==> src/rtl/ctta_result_fifo.sv <==
// Result FIFO for CTTA words with saturating running sum, sticky overflow flag and
// optional running maximum (enabled by defining CTTA_FIFO_MAX_EN).
module ctta_result_fifo #(
  parameter int unsigned DEPTH = 4,
  parameter int unsigned SUM_W = 8
) (
  input  logic                     clk,
  input  logic                     rst,
  input  logic                     clr,
  input  logic                     in_valid,
  input  logic [4:0]               q,
  output logic                     in_ready,
  output logic                     out_valid,
  output logic [4:0]               out_data,
  input  logic                     out_ready,
  output logic [$clog2(DEPTH):0]   count,
  output logic [SUM_W-1:0]         sum,
  output logic                     ovf,
  output logic [4:0]               max_q
);

  localparam int unsigned DW  = 5;
  localparam int unsigned PW  = (DEPTH > 1) ? $clog2(DEPTH) : 1;
  localparam int unsigned CW  = $clog2(DEPTH) + 1;
  localparam int unsigned SXW = SUM_W + 1;

  logic [DW-1:0]    mem_q [DEPTH];
  logic [DW-1:0]    mem_d [DEPTH];
  logic [PW-1:0]    wr_ptr_q, wr_ptr_d;
  logic [PW-1:0]    rd_ptr_q, rd_ptr_d;
  logic [CW-1:0]    count_q, count_d;
  logic [SUM_W-1:0] sum_q, sum_d;
  logic             ovf_q, ovf_d;
  logic [SXW-1:0]   sum_ext_c;
  logic             full_c, empty_c, push_c, pop_c;

  // Handshake decode; a full FIFO refuses input even when a pop happens this cycle.
  always_comb begin
    full_c  = (count_q == CW'(DEPTH));
    empty_c = (count_q == '0);
    push_c  = in_valid && !full_c;
    pop_c   = out_ready && !empty_c;
  end

  // Storage write, pointer and occupancy update.
  always_comb begin
    mem_d    = mem_q;
    wr_ptr_d = wr_ptr_q;
    rd_ptr_d = rd_ptr_q;
    count_d  = count_q;
    if (push_c) begin
      mem_d[wr_ptr_q] = q;
      wr_ptr_d        = wr_ptr_q + PW'(1);
    end
    if (pop_c) begin
      rd_ptr_d = rd_ptr_q + PW'(1);
    end
    case ({push_c, pop_c})
      2'b10:   count_d = count_q + CW'(1);
      2'b01:   count_d = count_q - CW'(1);
      default: count_d = count_q;
    endcase
  end

  // Statistics; clear overrides any same-cycle push or overflow event.
  always_comb begin
    sum_ext_c = {1'b0, sum_q} + SXW'(q);
    sum_d     = sum_q;
    ovf_d     = ovf_q;
    if (push_c) begin
      sum_d = sum_ext_c[SUM_W] ? {SUM_W{1'b1}} : sum_ext_c[SUM_W-1:0];
    end
    if (in_valid && full_c) begin
      ovf_d = 1'b1;
    end
    if (clr) begin
      sum_d = '0;
      ovf_d = 1'b0;
    end
  end

  // Storage array carries no reset; empty reads are masked at the output.
  always_ff @(posedge clk) begin
    mem_q <= mem_d;
  end

  always_ff @(posedge clk) begin
    if (rst) begin
      wr_ptr_q <= '0;
      rd_ptr_q <= '0;
      count_q  <= '0;
      sum_q    <= '0;
      ovf_q    <= 1'b0;
    end else begin
      wr_ptr_q <= wr_ptr_d;
      rd_ptr_q <= rd_ptr_d;
      count_q  <= count_d;
      sum_q    <= sum_d;
      ovf_q    <= ovf_d;
    end
  end

`ifdef CTTA_FIFO_MAX_EN
  logic [DW-1:0] max_val_q, max_val_d;

  always_comb begin
    max_val_d = max_val_q;
    if (push_c && (q > max_val_q)) begin
      max_val_d = q;
    end
    if (clr) begin
      max_val_d = '0;
    end
  end

  always_ff @(posedge clk) begin
    if (rst) begin
      max_val_q <= '0;
    end else begin
      max_val_q <= max_val_d;
    end
  end

  assign max_q = max_val_q;
`else
  assign max_q = '0;
`endif

  assign in_ready  = !full_c;
  assign out_valid = !empty_c;
  assign out_data  = empty_c ? '0 : mem_q[rd_ptr_q];
  assign count     = count_q;
  assign sum       = sum_q;
  assign ovf       = ovf_q;

endmodule
==> config.mk <==
export PLATFORM = sky130hd
export DESIGN_NAME = ctta_result_fifo
export DESIGN_NICKNAME = d
export VERILOG_FILES = /design/src/rtl/ctta_result_fifo.sv
export SDC_FILE = /design/constraint.sdc
export NUM_CORES = 1
export LEC_CHECK = 0
export CAP_MARGIN = 10
export CELL_PAD_IN_SITES_DETAIL_PLACEMENT = 0
export CELL_PAD_IN_SITES_GLOBAL_PLACEMENT = 2
export CORE_MARGIN = 10
export CORE_UTILIZATION = 37
export DETAILED_ROUTE_END_ITERATION = 6
export PLACE_DENSITY = 0.95
export SYNTH_ARGS = -nofsm -noshare
export SYNTH_HDL_FRONTEND = slang
export SYNTH_SLANG_ARGS = --single-unit
==> constraint.sdc <==
create_clock -name clk -period 7 [get_ports clk]
set_clock_uncertainty 0.15 [all_clocks]
set_input_delay 0.7 -clock clk [delete_from_list [all_inputs] [get_ports clk]]
set_output_delay 0.7 -clock clk [all_outputs]
set_load 0.02 [all_outputs]
Word-level counts from Yosys, hierarchy flattened
Index checks and enable logic that the tools add are counted.

cells by class
  $add $sub $neg = 5
  multiply operators = 0
  div/mod/pow operators = 0
  order comparisons = 3
  equal/unequal tests = 3
  shifts and indexed selects = 0
  muxes and demuxes = 9
  bitwise logic cells = 2
  reductions and logical operators = 9

operators by type and width
  kind                                                        count
  bitwise mux 20 bit                                          1
  2-to-1 mux 5 bit                                            4
  binary-select mux 5 bit (select 2 bit)                      1
  demux 5 bit (select 2 bit)                                  1
  adder 8 x 5 -> 9 bit                                        1
  2-to-1 mux 8 bit                                            1
  >= comparator 3 bit, second input constant                  2
  NOT 2 -> 3 bit                                              2
  case mux 3 bit (2 select lines)                             1
  adder 2 x 1 -> 2 bit, second input constant                 2
  logical AND 1 bit                                           4
  adder 3 x 1 -> 3 bit, second input constant                 1
  == test 3 bit, second input constant                        1
  zero test 3 bit                                             1
  less-than comparator 3 x 1 -> 1 bit, second input constant  1
  subtractor 3 x 1 -> 3 bit, second input constant            1
  == test 2 x 1 -> 1 bit, second input constant               1
  == test 2 bit, second input constant                        1
  zero test 1 bit                                             2
  nonzero test 2 bit                                          1
  OR reduction 2 bit                                          1

word-level totals
  bits in registers = 36
  bits in latches = 0
  RAM bits = 0
  ROM bits = 0
  output and inout bits = 24
  word-level logic and storage cells = 40
  memories kept = 0

Longest topological paths before layout
Gate-level depths: netlist (run 1).

  word-level depth = 6
  mapped depth = 9
  gate-level depth less buffers = 9

Least setup slack after synthesis (run 1)
No wires, ideal clock.

  path kind = register to register
  start point = reg count_q[2], in the netlist count[2]
  end point = reg count_q[2], in the netlist count[2]
  arrival = 2.207 ns
  data required time = 6.780 ns
  path slack = 4.573 ns
  cell stages (with the launch flop) = 10
  cell sequence = dfxtp_1 > nor3b_2 > nor2_8 > inv_4 > ha_1 > inv_1 > fa_1 > xor2_1 > or3_1 > a21oi_1

on the way
  word-level cells in the longest chain between the ends = 5

ends and longest elaborated chain
  what                                                                          RTL line  RTL
  from (decl)                                                                   31        logic [CW-1:0] count_q, count_d;
  from (signal assigned)                                                        97        count_q <= count_d;
  == test 3 bit / zero test 3 bit (equally long branches)                       39, 40
  zero test 1 bit, on equally long branches                                     41, 42
  logical AND 1 bit, on equally long branches                                   41, 42
  == test 2 x 1 -> 1 bit / == test 2 bit (equally long branches)                58        case ({push_c, pop_c})
  case mux 3 bit (2 select lines) / nonzero test 2 bit (equally long branches)  -

Parallel ways exist; a longest one is shown, timed or not.
A chain may end at the register's enable or synchronous reset.

Worst setup path after layout (run 1)
  start point = reg rd_ptr_q[0]
  end point = out out_data[0]

on the way
  word-level cells in the longest chain between the ends = 5

ends and longest elaborated chain
  what                                                 RTL line  RTL
  from (decl)                                          30        logic [PW-1:0] rd_ptr_q, rd_ptr_d;
  from (signal assigned)                               96        rd_ptr_q <= rd_ptr_d;
  NOT 2 -> 3 bit (not written as such)                 131       assign out_data = empty_c ? '0 : mem_q[rd_ptr_q];
  binary-select mux 5 bit (select 2 bit)               131
  2-to-1 mux 5 bit (not written as such) (2 in a row)  131
  2-to-1 mux 5 bit                                     131
  to (decl)                                            14        output logic [4:0] out_data,

Every way passes these cells. The select of a mux whose other input is x is not followed.

==> flow_summary.toml, run 1 <==
[cts]
postCtsSetupBuffers = 0
ctsResizeCount = 0
cts-buffers-inserted = 5
cts_buffer_depth = 2
clk_pin_slew_worst_paths_ns = 0.07
root_buffer = "clkbuf_8"
clk_latency_ns = 0.29
cts_tree = "done"
htreeDepth = 2
clock_sinks = 36
postCtsHoldBufs = 0

[floorplan]
rows = 25
initial_utilization_pct = 38.08
die_area_sq_um = 8008
num_io_pins = 34
die_w_um = 89.49
core_area_sq_um = 4692
die_height_um = 89.49

[worst_hold_path]
holdPathEnd = "ovf"
hp-class = "reg -> reg"
min_from = "ovf"
worstHoldPathCells = 2

[global_routing]
grt_overflow = 0
antenna_found_initial = 0
use_met3_pct = 4.102
grt_max_degree = 13
grt_pass1_vias = 1270
use_met1_pct = 10.73
grt_pass1_wl_mm = 6.051
top_usage_layer = "met2"
use_met2_pct = 16.17
grt_use_total_pct = 9.955

[timing]
relSlewSlack_pct = 64.96
max_freq_mhz = 337.6
fin_crit_ns = 2.962
setup_tns_ns = 0
holdWs_ns = 0.3386
hold_viol = 0
setup_viol = 0
final_max_slew_viol_count = 0
rsz0062_at_grt = "no"
tightest_slew_ns = 0.5233
timing.final.crit_share_pct = 42.31

[yosys]
netlist_area_sq_um = 1787
postSynthAreaPerCell_sq_um = 12.32
ys_warn_count = 0
synth_cells = 145
synthArstFlopShare_pct = 0
synth-seq-cells = 36
seq_area_frac_synth_pct = 51.54
ys.flop_type = "edfxtp_1"
synth_cell_types = 37
synth_edf_count = 20

[status]
run_status = "complete, no violations"

[detailed_routing]
vias = 1199
drtIter0Drc = 101
dr.pass1.iters = 4
route.final.wire_length_mm = 3.734
viasPerCell = 5.213
drc = 0
wire_per_inst_um = 16.23
ant_nets = 0

[layout]
drive_gt1_share_pct = 11.93
final_cell_mix = "clkdlybuf4s50_1, edfxtp_1, dfxtp_1, ha_1, inv_1"
design_area_sq_um = 2206
n_fill_cell = 427
final_common_cell = "clkdlybuf4s50_1"
utilization_pct = 47.01
final_nets = 197
areaGrowthSynthToFinish_pct = 23.46
diodes = 0

[placement]
portBuffers = 28
dpl.hpwl_mm = 2.892
placed_cell_area_sq_um = 2095
routabilityCongestion = 0.8898

[worst_setup_path]
r2r_start = "count[2]"
rrSetupSlack_ns = 4.46
slowest_stage = "dfxtp_1"
cp_max_fo = 7
cp-end-kind = "output port"
worstPathRequired_ns = 6.15
slowest_delay_ns = 0.57
crit_arrival_ns = 2.11
path_cells = "mux4_2 > and2_1 > clkdlybuf4s50_1"
rr_endpoint = "count[2]"
cp-start-kind = "flop"
rr_worst_depth = 9
worstSetupPathType = "reg -> out"

[power]
p_leak_nw = 0.8346
ir_drop_mv = 0.1048
total_power_mw = 0.7024
p_per_area_nw_per_um2 = 318.4

[job]
maxCapViolations = 0
logic make-up after synthesis:
| family | Yosys count | synth area share, % |
|---|---|---|
| AO/OA/AOI/OAI | 26 | 10.93 |
| XOR/XNOR | 8 | 3.922 |
| adder cells (fa/ha/maj) | 12 | 9.244 |
| buffers and inverters | 19 | 5.323 |
| flip-flops | 36 | 51.54 |
| multiplexers | 6 | 6.863 |
| other | 1 | 0.2099 |
| AND/OR/NAND/NOR | 37 | 11.98 |
how the worst max path moves through the flow:
stage	startpoint	to	slack, ns
finish	rd_ptr_q[0]	out_data[0]	4.04
global placement	in_valid	count[2]	4.05
global route	rd_ptr_q[0]	out_data[2]	3.91
detailed placement	in_valid	count[2]	3.97
floorplan	count[2]	count[2]	4.57
CTS	rd_ptr_q[0]	out_data[0]	3.97
cells in the mapped netlist, types with 2 or more instances:
cell / count / area, sq um
a21boi_0: 2 / 15.01
a21o_1: 4 / 30.03
a21oi_1: 6 / 30.03
and2_1: 6 / 37.54
and3_1: 5 / 31.28
buf_2: 2 / 10.01
buf_4: 5 / 37.54
clkbuf_1: 2 / 7.510
dfxtp_1: 16 / 320.3
edfxtp_1: 20 / 600.6
fa_1: 2 / 40.04
ha_1: 10 / 125.1
inv_1: 9 / 33.78
mux4_2: 5 / 112.6
nand2_1: 5 / 18.77
nand3_1: 4 / 20.02
nand4_1: 2 / 12.51
nor2_1: 8 / 30.03
o21ai_0: 2 / 10.01
o221a_2: 5 / 56.30
or3_1: 3 / 18.77
xnor2_1: 3 / 26.28
xor2_1: 5 / 43.79
flip-flops by register name, summed over array words and instances, names as in the netlist:
register	count
count	3
mem_q	20
ovf	1
rd_ptr_q	2
sum	8
wr_ptr_q	2
power breakdown:
| group | switching (mW) | internal (mW) | leakage [nW] |
|---|---|---|---|
| Clock | 0.0754 | 0.105 | 0.0541 |
| Combinational | 0.125 | 0.120 | 0.466 |
| Sequential | 0.0267 | 0.250 | 0.314 |
routing by layer:
metal,part of all wire (%),up-vias
met1,42,568
met3,8.4,9
met4,1.8,0
met5,0,-
li1,-,583
met2,48,39
area by class of cell:
type	instances	area [sq um]	area share [%]
repair buffers	28	280.3	12.71
well taps	54	67.56	3.063
clock inverters	3	42.54	1.929
flip-flops and latches	36	920.9	41.75
clock buffers	5	68.82	3.120
inverters	10	40.04	1.815
multi-input cells	94	785.8	35.62
worst max-delay path: cells and delay by family (launching register included):
kind,cells,cell delay (ns)
buf+inv,1,0.54
flops,1,0.57
simple gates,1,0.16
mux,1,0.55
per-stage QoR:
stage	cells	setup slack, ns
after floorplan	149	4.573
after global placement	222	4.047
after detailed placement	222	3.973
after CTS	230	3.974
after global routing	230	3.915
final	230	4.038
(Power assumes the default switching activity.)
==> inputs of run 2 (changes only) <==
CORE_UTILIZATION = 34   (was 37)
PLACE_DENSITY = 0.9   (was 0.95)
clock period = 3 ns   (was 7 ns; I/O delays follow)
==> run 2 against run 1 <==
  * Die area is 6.8% higher
  * Flip-flop and latch count did not move
  * Wire length increased by 2.1%
  * Largest cell class unchanged
  * Sequential share of layout area fell by 0.071 points
  * Via count shrank 1.6%
  * Highest routed layer unchanged
  * Worst hold slack worse by 0.014 ns
  * Utilization decreased by 3.8 points
  * Design area up 0.17%
  * Setup slack lost 3.6 ns
  * Cell count up 7.4%
  * Power grew 120%
==> flow_summary.toml, run 2 (synthesis gave the netlist of run 1 again) <==
[placement]
portBuffers = 28
placed_cell_area_sq_um = 2122
dpl.hpwl_mm = 2.937
routabilityCongestion = 0.8744
dp_slack_ns = 0.3422

[power]
p_leak_nw = 0.8337
p_per_area_nw_per_um2 = 703.0
total_power_mw = 1.553
ir_drop_mv = 0.2171

[floorplan]
die_area_sq_um = 8554
initial_utilization_pct = 34.98
core_area_sq_um = 5107
rows = 26
die_height_um = 92.49
num_io_pins = 34
die_w_um = 92.49

[layout]
diodes = 0
largest_reg_flops = 20
areaGrowthSynthToFinish_pct = 23.67
final_nets = 198
largest-register = "mem_q"
design_area_sq_um = 2210
drive_gt1_share_pct = 12.43
final_cell_mix = "clkdlybuf4s50_1, edfxtp_1, dfxtp_1, ha_1, inv_1"
final_common_cell = "clkdlybuf4s50_1"

[cts]
cts_buffer_depth = 2
clk_pin_slew_worst_paths_ns = 0.08
postCtsSetupBuffers = 0
cts-buffers-inserted = 5
htreeDepth = 2
clk_latency_ns = 0.28
clock_sinks = 36
ctsResizeCount = 0
cts_tree = "done"
postCtsHoldBufs = 0
root_buffer = "clkbuf_8"

[detailed_routing]
viasPerCell = 4.777
wire_per_inst_um = 15.43
dr.pass1.iters = 2
vias = 1180
ant_nets = 0
drc = 0
route.final.wire_length_mm = 3.812
drtIter0Drc = 48

[global_routing]
grt_max_degree = 13
antenna_found_initial = 0
grt_pass1_wl_mm = 6.382
grt_pass1_vias = 1290
grt_use_total_pct = 9.301
grt_overflow = 0

[timing]
fin_crit_ns = 2.571
setup_viol = 0
rsz0062_at_grt = "no"
max_freq_mhz = 389.0
final_max_slew_viol_count = 0
layout_setup_ws_ns = 0.4294
holdWs_ns = 0.3245
tightest_slew_ns = 0.5274
hold_viol = 0
timing.final.crit_share_pct = 85.69
setup_tns_ns = 0
relSlewSlack_pct = 64.71

[worst_hold_path]
hp-class = "reg -> reg"
worstHoldPathCells = 2

[worst_setup_path]
cp-start-kind = "flop"
worstSetupPathType = "reg -> out"
path_cells = "mux4_2 > and2_1 > clkdlybuf4s50_1"
rr_worst_depth = 8
crit_buf_inv = 1
crit_arrival_ns = 2.12
cp-end-kind = "output port"
cp_top_family = "flip-flops"
worstPathRequired_ns = 2.55
cp_max_fo = 7
slowest_delay_ns = 0.58
slowest_stage = "dfxtp_1"
cp_num_cells = 3

[job]
maxCapViolations = 0

[status]
run_status = "complete, no violations"
run 2: per-layer routing:
metal	global-route usage, %	share of wire [%]
met3	3.471	6.3
met4	4.242	1.8
met5	0	0
met1	10.47	45
met2	15.35	47
run 2: layout make-up:
type / count / area, sq um
inverter: 10 / 40.04
tap: 70 / 87.58
timing repair buffer: 29 / 287.8
clock buffer: 5 / 68.82
multi-input combinational: 94 / 785.8
sequential: 36 / 920.9
fill: 478 / 2898
clock inverter: 3 / 18.77
run 2: per-stage QoR:
step | util (%) | instances
floorplan | - | 149
global placement | 41.55 | 239
detailed placement | 41.55 | 239
CTS | 43.26 | 247
global route | 43.26 | 247
finish | 43.26 | 247
run 2: worst paths after layout:
kind                     from     endpoint  slack (ns)
hold reg to reg           ovf          ovf        0.32
hold / removal            ovf          ovf        0.32
setup / recovery  rd_ptr_q[0]  out_data[1]        0.43
setup reg to reg     count[0]     count[2]        0.66
run 2: tightest hold or removal path, stage by stage, from the launching register on:
cell     delay, ns
dfxtp_1       0.34
a21oi_1       0.04
nor2_1        0.06
run 2: report_power, final:
| part | total [mW] | leakage, nW | internal [mW] | switching, mW |
|---|---|---|---|---|
| clock | 0.338 | 0.0479 | 0.162 | 0.177 |
| combinational | 0.568 | 0.472 | 0.282 | 0.286 |
| sequential | 0.647 | 0.314 | 0.584 | 0.0631 |
| total | 1.55 | 0.834 | 1.03 | 0.526 |
